$ cat src/rtl/pattern_bank_sequencer_if.sv
// Config and stream signal bundle for pattern_bank_sequencer.
// master = configuration master / stream consumer side; slave = the sequencer.
interface pattern_bank_sequencer_if #(
  parameter int ADDR_W = 3
);
  logic              cfg_we;
  logic [ADDR_W-1:0] cfg_addr;
  logic [0:4][4:1]   cfg_wdata;
  logic              cfg_err;
  logic              start;
  logic              stop;
  logic              loop_en;
  logic [ADDR_W-1:0] last_idx;
  logic              out_valid;
  logic              out_ready;
  logic [0:4][4:1]   out_data;
  logic [ADDR_W-1:0] out_idx;
  logic              busy;
  logic              done;

  modport master (
    output cfg_we, cfg_addr, cfg_wdata, start, stop, loop_en, last_idx, out_ready,
    input  cfg_err, out_valid, out_data, out_idx, busy, done
  );

  modport slave (
    input  cfg_we, cfg_addr, cfg_wdata, start, stop, loop_en, last_idx, out_ready,
    output cfg_err, out_valid, out_data, out_idx, busy, done
  );
endinterface

$ cat src/rtl/pattern_bank_sequencer.sv
// Pattern bank loaded over a config port and played out on a valid/ready stream.
// Optional macro PATTERN_XZ_CHECK_EN adds the xz_err output flagging X/Z in accepted writes.
module pattern_bank_sequencer #(
  parameter int DEPTH  = 8,
  parameter int ADDR_W = $clog2(DEPTH)
) (
  input logic clk,
  input logic rst,
  pattern_bank_sequencer_if.slave bus
`ifdef PATTERN_XZ_CHECK_EN
  ,
  output logic xz_err
`endif
);

  localparam logic [1:0] IDLE = 2'd0;
  localparam logic [1:0] RUN  = 2'd1;
  localparam logic [1:0] DONE = 2'd2;

  logic [1:0]        state;
  logic [ADDR_W-1:0] out_idx;
  logic [ADDR_W-1:0] last;
  logic              cfg_err;
  logic [0:4][4:1]   bank [DEPTH];
  logic              write_ok;
  logic              handshake;

  // Writes are only accepted while no playback is in flight, keeping out_data stable.
  assign write_ok  = (state == IDLE) || (state == DONE);
  assign handshake = (state == RUN) && bus.out_ready;

  always_ff @(posedge clk) begin
    if (rst) begin
      for (int i = 0; i < DEPTH; i++) begin
        bank[i] <= '0;
      end
      cfg_err <= 1'b0;
    end else begin
      if (bus.cfg_we && write_ok) begin
        bank[bus.cfg_addr] <= bus.cfg_wdata;
      end
      cfg_err <= bus.cfg_we && (state == RUN);
    end
  end

  always_ff @(posedge clk) begin
    if (rst) begin
      state   <= IDLE;
      out_idx <= '0;
      last    <= '0;
    end else begin
      case (state)
        IDLE: begin
          if (bus.start) begin
            state   <= RUN;
            out_idx <= '0;
            last    <= bus.last_idx;
          end
        end
        RUN: begin
          // stop wins over both the index advance and the transition to DONE.
          if (bus.stop) begin
            state <= IDLE;
          end else if (handshake) begin
            if (out_idx != last) begin
              out_idx <= out_idx + ADDR_W'(1);
            end else if (bus.loop_en) begin
              out_idx <= '0;
            end else begin
              state <= DONE;
            end
          end
        end
        DONE: begin
          state <= IDLE;
        end
        default: begin
          state <= IDLE;
        end
      endcase
    end
  end

`ifdef PATTERN_XZ_CHECK_EN
  always_ff @(posedge clk) begin
    if (rst) begin
      xz_err <= 1'b0;
    end else begin
      xz_err <= bus.cfg_we && write_ok && ((^bus.cfg_wdata) === 1'bx);
    end
  end
`endif

  assign bus.out_valid = (state == RUN);
  assign bus.busy      = (state == RUN);
  assign bus.done      = (state == DONE);
  assign bus.cfg_err   = cfg_err;
  assign bus.out_idx   = out_idx;
  assign bus.out_data  = bank[out_idx];

endmodule

$ cat src/flat_wrapper.sv
// flat-port wrapper written by rule: the top's interface ports become plain ports
module pattern_bank_sequencer_flat 
#(
  parameter int DEPTH  = 8,
  parameter int ADDR_W = $clog2(DEPTH)
)
  (clk, rst, bus_cfg_we, bus_cfg_addr, bus_cfg_wdata, bus_start, bus_stop, bus_loop_en, bus_last_idx, bus_out_ready, bus_cfg_err, bus_out_valid, bus_out_data, bus_out_idx, bus_busy, bus_done);
  pattern_bank_sequencer_if #(.ADDR_W(ADDR_W)) bus_i ();
  input logic clk;
  input logic rst;
  input wire logic [$bits(bus_i.cfg_we)-1:0] bus_cfg_we;
  input wire logic [$bits(bus_i.cfg_addr)-1:0] bus_cfg_addr;
  input wire logic [$bits(bus_i.cfg_wdata)-1:0] bus_cfg_wdata;
  input wire logic [$bits(bus_i.start)-1:0] bus_start;
  input wire logic [$bits(bus_i.stop)-1:0] bus_stop;
  input wire logic [$bits(bus_i.loop_en)-1:0] bus_loop_en;
  input wire logic [$bits(bus_i.last_idx)-1:0] bus_last_idx;
  input wire logic [$bits(bus_i.out_ready)-1:0] bus_out_ready;
  output wire logic [$bits(bus_i.cfg_err)-1:0] bus_cfg_err;
  output wire logic [$bits(bus_i.out_valid)-1:0] bus_out_valid;
  output wire logic [$bits(bus_i.out_data)-1:0] bus_out_data;
  output wire logic [$bits(bus_i.out_idx)-1:0] bus_out_idx;
  output wire logic [$bits(bus_i.busy)-1:0] bus_busy;
  output wire logic [$bits(bus_i.done)-1:0] bus_done;
  assign bus_i.cfg_we = bus_cfg_we;
  assign bus_i.cfg_addr = bus_cfg_addr;
  assign bus_i.cfg_wdata = bus_cfg_wdata;
  assign bus_i.start = bus_start;
  assign bus_i.stop = bus_stop;
  assign bus_i.loop_en = bus_loop_en;
  assign bus_i.last_idx = bus_last_idx;
  assign bus_i.out_ready = bus_out_ready;
  assign bus_cfg_err = bus_i.cfg_err;
  assign bus_out_valid = bus_i.out_valid;
  assign bus_out_data = bus_i.out_data;
  assign bus_out_idx = bus_i.out_idx;
  assign bus_busy = bus_i.busy;
  assign bus_done = bus_i.done;
  pattern_bank_sequencer #(.DEPTH(DEPTH), .ADDR_W(ADDR_W)) u_core (.clk(clk), .rst(rst), .bus(bus_i));
endmodule
$ cat config.mk
export PLATFORM = sky130hd
export DESIGN_NAME = pattern_bank_sequencer_flat
export DESIGN_NICKNAME = d
export VERILOG_FILES = /design/src/rtl/pattern_bank_sequencer_if.sv /design/src/rtl/pattern_bank_sequencer.sv /design/src/flat_wrapper.sv
export SDC_FILE = /design/constraint.sdc
export NUM_CORES = 1
export LEC_CHECK = 0
export CAP_MARGIN = 0
export CORE_ASPECT_RATIO = 0.6
export CORE_MARGIN = 2
export CORE_UTILIZATION = 50
export DETAILED_ROUTE_END_ITERATION = 7
export PLACE_DENSITY = 0.8
export SETUP_SLACK_MARGIN = 0.15
export SYNTH_ARGS = -nofsm -noshare
export SYNTH_HDL_FRONTEND = slang
export SYNTH_SLANG_ARGS = --single-unit
$ cat constraint.sdc
create_clock -name clk -period 2.7 [get_ports clk]
set_input_delay 0.675 -clock clk [delete_from_list [all_inputs] [get_ports clk]]
set_output_delay 0.675 -clock clk [all_outputs]
set_load 0.01 [all_outputs]
==> results of run 1 <==
## sequential cells by signal, summed over array words and instances (netlist names), named ones only
register / count
u_core.state: 2
u_core.bus.cfg_err: 1
u_core.last: 3
u_core.bus.out_idx: 3
u_core.bank: 160
## per-layer routing
metal / global-route usage (%) / share of wire (%) / vias up
li1: - / - / 1989
met1: 32.0 / 43 / 2293
met2: 36.0 / 47 / 197
met3: 5.54 / 8.0 / 31
met4: 8.49 / 1.9 / 0
met5: 0 / 0 / -
## final timing paths
| check | slack, ns | start | endpoint | depth (start not counted) |
|---|---|---|---|---|
| worst min-delay path | 0.48 | u_core.last[1]$_SDFFE_PP0P_ | u_core.last[1]$_SDFFE_PP0P_ | 2 |
| worst min register to register | 0.48 | u_core.last[1]$_SDFFE_PP0P_ | u_core.last[1]$_SDFFE_PP0P_ | 2 |
| worst max-delay path | -0.05 | flip-flop | bus_out_data[4] | 6 |
| worst max register to register | 0.86 | u_core.state[0]$_SDFFE_PP0P_ | u_core.bank[6][15]$_SDFFCE_PN0P_ | 5 |
## cell families (layout without fill, tap and decap cells)
family,after synthesis,count (layout),share of synthesized area (%)
flip-flops,172,172,65.2
multiplexers,60,60,14.6
AND/OR/NAND/NOR,206,206,16.4
XOR/XNOR,4,4,0.550
adder cells (fa/ha/maj),1,1,0.162
buffers and inverters,31,131,1.62
AO/OA/AOI/OAI,17,17,1.46
## stage by stage
| stage | setup slack, ns | std cells | total power, mW | setup TNS, ns |
|---|---|---|---|---|
| 2_1_floorplan | 0.513 | 491 | 3.30 | 0 |
| 3_3_place_gp | 0.125 | 752 | 3.53 | 0 |
| 3_5_place_dp | 0.0905 | 752 | 3.55 | 0 |
| 4_1_cts | -0.0589 | 794 | 5.82 | -0.588 |
| 5_1_grt | -0.110 | 794 | 5.96 | -1.36 |
| 6_report | -0.0459 | 794 | 5.78 | -0.367 |
## final cells by class
| class | count | area (um2) |
|---|---|---|
| clock inverters | 14 | 113 |
| repair buffers | 98 | 1170 |
| multi-input cells | 288 | 2610 |
| fillers | 1062 | 5610 |
| flip-flops and latches | 172 | 5050 |
| well taps | 203 | 254 |
| inverters | 1 | 3.75 |
| clock buffers | 18 | 429 |
## timing repair
item	in CTS	in global routing
resized for setup	119	1
buffers inserted	6	0
setup endpoints to repair	20	20
pin swaps	0	0
cloned	4	0
## worst min-delay path, stage by stage, from the launching register on
cell	delay, ns
dfxtp_1	0.32
nand2_1	0.06
a21oi_1	0.06
## cells in the mapped netlist, drive strengths merged
| library cell | n |
|---|---|
| o21bai | 1 |
| o311ai | 2 |
| a211o | 2 |
| o31ai | 1 |
| nor4 | 2 |
| ha | 1 |
| and4b | 1 |
| buf | 5 |
| xor2 | 3 |
| nand2b | 5 |
| nor2 | 9 |
| a21oi | 8 |
| or3b | 1 |
| edfxtp | 160 |
| dfxtp | 12 |
| or4 | 2 |
| inv | 1 |
| nor3 | 2 |
| xnor2 | 1 |
| nor3b | 4 |
| mux2 | 20 |
| mux4 | 40 |
| nor2b | 1 |
| or2 | 8 |
| o21ai | 2 |
| nand2 | 11 |
| o22ai | 1 |
| and2 | 160 |
| clkbuf | 25 |
## where the power goes
part | internal, mW | total (mW) | switching, mW
clock network | 1.20 | 2.26 | 1.06
logic | 0.239 | 0.453 | 0.214
registers | 3.03 | 3.07 | 0.0414
total | 4.46 | 5.78 | 1.32
==> summary.md, run 1 <==
| Metric | Value |
|---|---|
| Die area | `between 0.015 and 0.02 mm2` |
| Hold buffer count at cts | `0` |
| Clock Latency Late Sink | `about 0.43 ns` |
| Crit path top cell by count | `buf_6` |
| Worst setup EP type | `output port` |
| Part of the Yosys area used for sequential elements | `65.2%` |
| Finish-stage setup viols | `16` |
| Initial antenna violation count | `0` |
| Clock slew at reported path FFs | `roughly 0.060 ns` |
| Syn_area_per_cell | `between 15 and 20 um2` |
| Data required time of the worst path | `between 2 and 2.5 ns` |
| Die width | `around 160 um` |
| Pin count of the biggest net entering global routing | `41` |
| CP startpoint kind | `flip-flop` |
| Most frequent cells in the layout | `160 x and2_1, 160 x edfxtp_1, 40 x mux4_2` |
| Gpl congestion | `roughly 0.9` |
| IO Port Bufs | `59` |
| First-pass GRT wire length | `26.9 mm` |
| Post-route design area | `around 0.0096 mm2` |
| GRT Total Usage | `between 20% and 30%` |
| Antenna Nets Post-Route | `0` |
| Synth Cell Area | `0.00773 mm2` |
| Leak | `around 3.5 nW` |
| Yosys reg bits | `~170` |
| Vias/cell | `roughly 5.7` |
| Diode count | `0` |
| Library cells used by synthesis | `36` |
| Iter 0 DRT Violations | `321` |
| Kind of critical path | `reg2out` |
| Crit path time final | `roughly 2.7 ns` |
| RSZ-0062 raised after global routing | `yes` |
| H-Tree Depth | `4` |
| Failing checks | `setup timing` |
| Root Driver | `clkbuf_16` |
| Final cycle utilization of the critical path | `102%` |
| Max stage delay cell, worst path | `mux4_2` |
| Crit-path leading delay family | `multiplexers` |
| FMAX | `364 MHz` |
| Final hold viol count | `0` |
| Post-Route Utilization | `between 60% and 70%` |
| Synth-to-Final Area Change | `24.5%` |
| Crit path max fanout | `6` |
| DRT Wirelength | `17.5 mm` |
| Starting density of the core | `about half` |
| Slowest Stage Delay on Critical Path | `0.49 ns` |
| Hpwl dp | `10.5 mm` |
| CTS tree | `done` |
| DR pass1 iterations | `4` |
| Skew final | `0.00468 ns` |
| Ports | `60` |
| Clk sinks | `about 170` |
| Area leader, netlist | `edfxtp_1` |
| Peak VDD IR | `around 350 uV` |
| Worst Hold Class | `reg2reg` |
| Crit path cell chain | `buf_6, buf_12, buf_16, mux4_2, mux2_4, buf_6` |
| Via count of the first global-routing pass | `4,670` |
| Post-Syn Instances | `around 490` |
| Max Cap Viol | `0` |
| Max transition margin | `about two thirds` |
| Least-Margin Pin Slew | `~0.48 ns` |
| Die height | `100 um` |
| Yosys Warn Count | `0` |
| Crit path buffers/inverters | `4` |
| Hold_ws | `between 0.4 and 0.5 ns` |
| Core area | `0.0152 mm2` |
| Ratio of cells with drive above 1 in the final layout | `around 28%` |
| CTS buffer count | `17` |
| Status | `complete, but fails checks` |
| Syn nets | `about 530` |
| Clock Tree Buf Depth | `2` |
| Synth top area share | `62.1%` |
| Placed cell areas | `slightly below 0.009 mm2` |
| Rows | `35` |
| Layout Nets | `about 610` |
| Worst Path Arrival | `just over 2 ns` |
| Power per cell area | `600 mW/mm2` |
| Setup WS post-layout | `-0.0459 ns` |
| Per-cell routed wire length | `around 22 um` |
| Vias | `4,510` |
| Global route overflow | `0` |
| Top cells by area, synth | `edfxtp_1 62%, and2_1 13%, mux4_2 12%` |
| # DRC | `0` |
| Slew Viols, Final | `0` |
(Power assumes the default switching activity.)
==> inputs of run 2 (changes only) <==
--- a/config.mk
+++ b/config.mk
@@ -10,6 +10,8 @@
 export CORE_MARGIN = 2
 export CORE_UTILIZATION = 50
 export DETAILED_ROUTE_END_ITERATION = 7
+export GPL_ROUTABILITY_DRIVEN = 0
+export MAX_ROUTING_LAYER = met4
 export PLACE_DENSITY = 0.8
 export SETUP_SLACK_MARGIN = 0.15
 export SYNTH_ARGS = -nofsm -noshare
==> summary.md, run 2 (synthesized netlist as in run 1, its figures left out) <==
| Metric | Value |
|---|---|
| Status | `complete, but fails checks` |
| Failing checks | `setup timing` |
| Power per cell area | `600 mW/mm2 (about the same)` |
| CP startpoint kind | `flip-flop` |
| Setup WS post-layout | `-0.0471 ns (-0.00120 ns)` |
| Global route overflow | `0 (unchanged)` |
| Clock slew at reported path FFs | `0.06 ns (about the same)` |
| Least-Margin Pin Slew | `0.475 ns (-0.00396 ns)` |
| Clk sinks | `172 (unchanged)` |
| DR pass1 iterations | `5 (+1)` |
| Hold_ws | `0.484 ns (-0.0000950 ns)` |
| Leak | `3.51 nW (unchanged)` |
| Peak VDD IR | `351 uV (-0.54%)` |
| DRT Wirelength | `17.5 mm (-0.11%)` |
| Final cycle utilization of the critical path | `102% (about the same)` |
| Synth-to-Final Area Change | `24.5% (unchanged)` |
| Worst setup EP type | `output port` |
| Skew final | `0.00715 ns (+0.00247 ns)` |
| Max transition margin | `68.1% (+0.27 points)` |
| Root Driver | `clkbuf_16` |
| Clock Tree Buf Depth | `2 (unchanged)` |
| Max stage delay cell, worst path | `mux4_2` |
| CTS tree | `done` |
| Starting density of the core | `50.7% (unchanged)` |
| Slew Viols, Final | `0 (unchanged)` |
| FMAX | `364 MHz (about the same)` |
| CTS buffer count | `17 (unchanged)` |
| Die height | `100 um (unchanged)` |
| Vias/cell | `5.65 (-0.44%)` |
| Crit path buffers/inverters | `4 (unchanged)` |
| IO Port Bufs | `59 (unchanged)` |
| Clock Latency Late Sink | `0.43 ns (about the same)` |
| Vias | `4,490 (-0.44%)` |
| Hpwl dp | `10.5 mm (unchanged)` |
| Ratio of cells with drive above 1 in the final layout | `27.9% (unchanged)` |
| Most frequent cells in the layout | `160 x and2_1, 160 x edfxtp_1, 40 x mux4_2` |
| Crit path max fanout | `6 (unchanged)` |
| Hold buffer count at cts | `0 (unchanged)` |
| Pin count of the biggest net entering global routing | `41 (unchanged)` |
| Diode count | `0 (unchanged)` |
| TNS Setup | `-0.371 ns (-0.00438 ns)` |
| Die area | `0.0165 mm2 (unchanged)` |
| Crit path cell chain | `buf_6, buf_12, buf_16, mux4_2, mux2_4, buf_6` |
| Finish-stage setup viols | `16 (unchanged)` |
| Slowest Stage Delay on Critical Path | `0.49 ns (about the same)` |
| Biggest regs | `u_core.bank (160), u_core.bus.out_idx (3), u_core.last (3)` |
| Setup WS pre-CTS | `0.0905 ns (unchanged)` |
| Via count of the first global-routing pass | `4,691 (+0.45%)` |
| Kind of critical path | `reg2out` |
| Initial antenna violation count | `0 (unchanged)` |
| Per-cell routed wire length | `22.1 um (-0.11%)` |
| H-Tree Depth | `4 (unchanged)` |
| Crit-path leading delay family | `multiplexers` |
| RSZ-0062 raised after global routing | `yes` |
| Core area | `0.0152 mm2 (unchanged)` |
| Crit path time final | `2.75 ns (+0.00120 ns)` |
| GRT Total Usage | `23.7% (+0.67 points)` |
| # DRC | `0 (unchanged)` |
| Antenna Nets Post-Route | `0 (unchanged)` |
| Worst Hold Class | `reg2reg` |
| Post-Route Utilization | `63.2% (unchanged)` |
| Rows | `35 (unchanged)` |
| Final hold viol count | `0 (unchanged)` |
| Max FFs per register | `160 (unchanged)` |
| Largest reg by FF count | `u_core.bank` |
| Ports | `60 (unchanged)` |
| Total Power | `5.78 mW (about the same)` |
| First-pass GRT wire length | `26.9 mm (-0.10%)` |
| Max Cap Viol | `0 (unchanged)` |
| Iter 0 DRT Violations | `351 (+9.3%)` |
| Data required time of the worst path | `2.03 ns (about the same)` |
| Crit path top cell by count | `buf_6` |
| Layout Nets | `612 (unchanged)` |
| Die width | `165 um (unchanged)` |
| Worst Path Arrival | `2.07 ns (about the same)` |
## run 2: cell counts in the layout (fill, tap and decap cells not counted)
Identical to the previous run, type by type.
## run 2: worst reg2reg max path: stages (launching register included)
cell	delay [ns]
dfxtp_1	0.42
xor2_1	0.34
nor4_2	0.14
or4_4	0.53
a21oi_1	0.28
## run 2: final cells by class
class                      instances  area, um2
fill                            1062       5610
clock inverter                    14        113
inverter                           1       3.75
multi-input combinational        288       2610
timing repair buffer              98       1170
clock buffer                      18        429
sequential                       172       5050
tap                              203        254
## run 2: power breakdown
| part | internal, mW | switching (mW) | leakage [nW] |
|---|---|---|---|
| clock | 1.20 | 1.06 | 0.263 |
| sequential | 3.03 | 0.0413 | 1.73 |
| combinational | 0.239 | 0.214 | 1.52 |
## run 2: metrics by stage
stage	cell area [um2]	cells
2_1_floorplan	7730	491
3_3_place_gp	8820	752
3_5_place_dp	8820	752
4_1_cts	9620	794
5_1_grt	9630	794
6_report	9630	794
## run 2: worst paths after layout
kind                                       from                           to  slack (ns)  depth (start not counted)
max                                   flip-flop              bus_out_data[4]       -0.05                          6
min                 u_core.last[1]$_SDFFE_PP0P_  u_core.last[1]$_SDFFE_PP0P_        0.48                          2
max reg2reg  u_core.bus.out_idx[1]$_SDFFE_PP0P_                    flip-flop        0.87                          4
min reg2reg         u_core.last[1]$_SDFFE_PP0P_  u_core.last[1]$_SDFFE_PP0P_        0.48                          2
## run 2: routing by layer
layer	GRT usage, %	part of all wire (%)
met5	-	0
met1	32.0	43
met3	5.62	8.5
met2	36.0	47
met4	7.89	1.9
## run 2: timing repair
| action | in CTS | in global routing |
|---|---|---|
| gates resized for setup | 119 | 1 |
| hold endpoints to repair | 0 | 0 |
| gates cloned | 4 | 0 |
| buffers inserted | 6 | 0 |
| setup endpoints to repair | 20 | 20 |
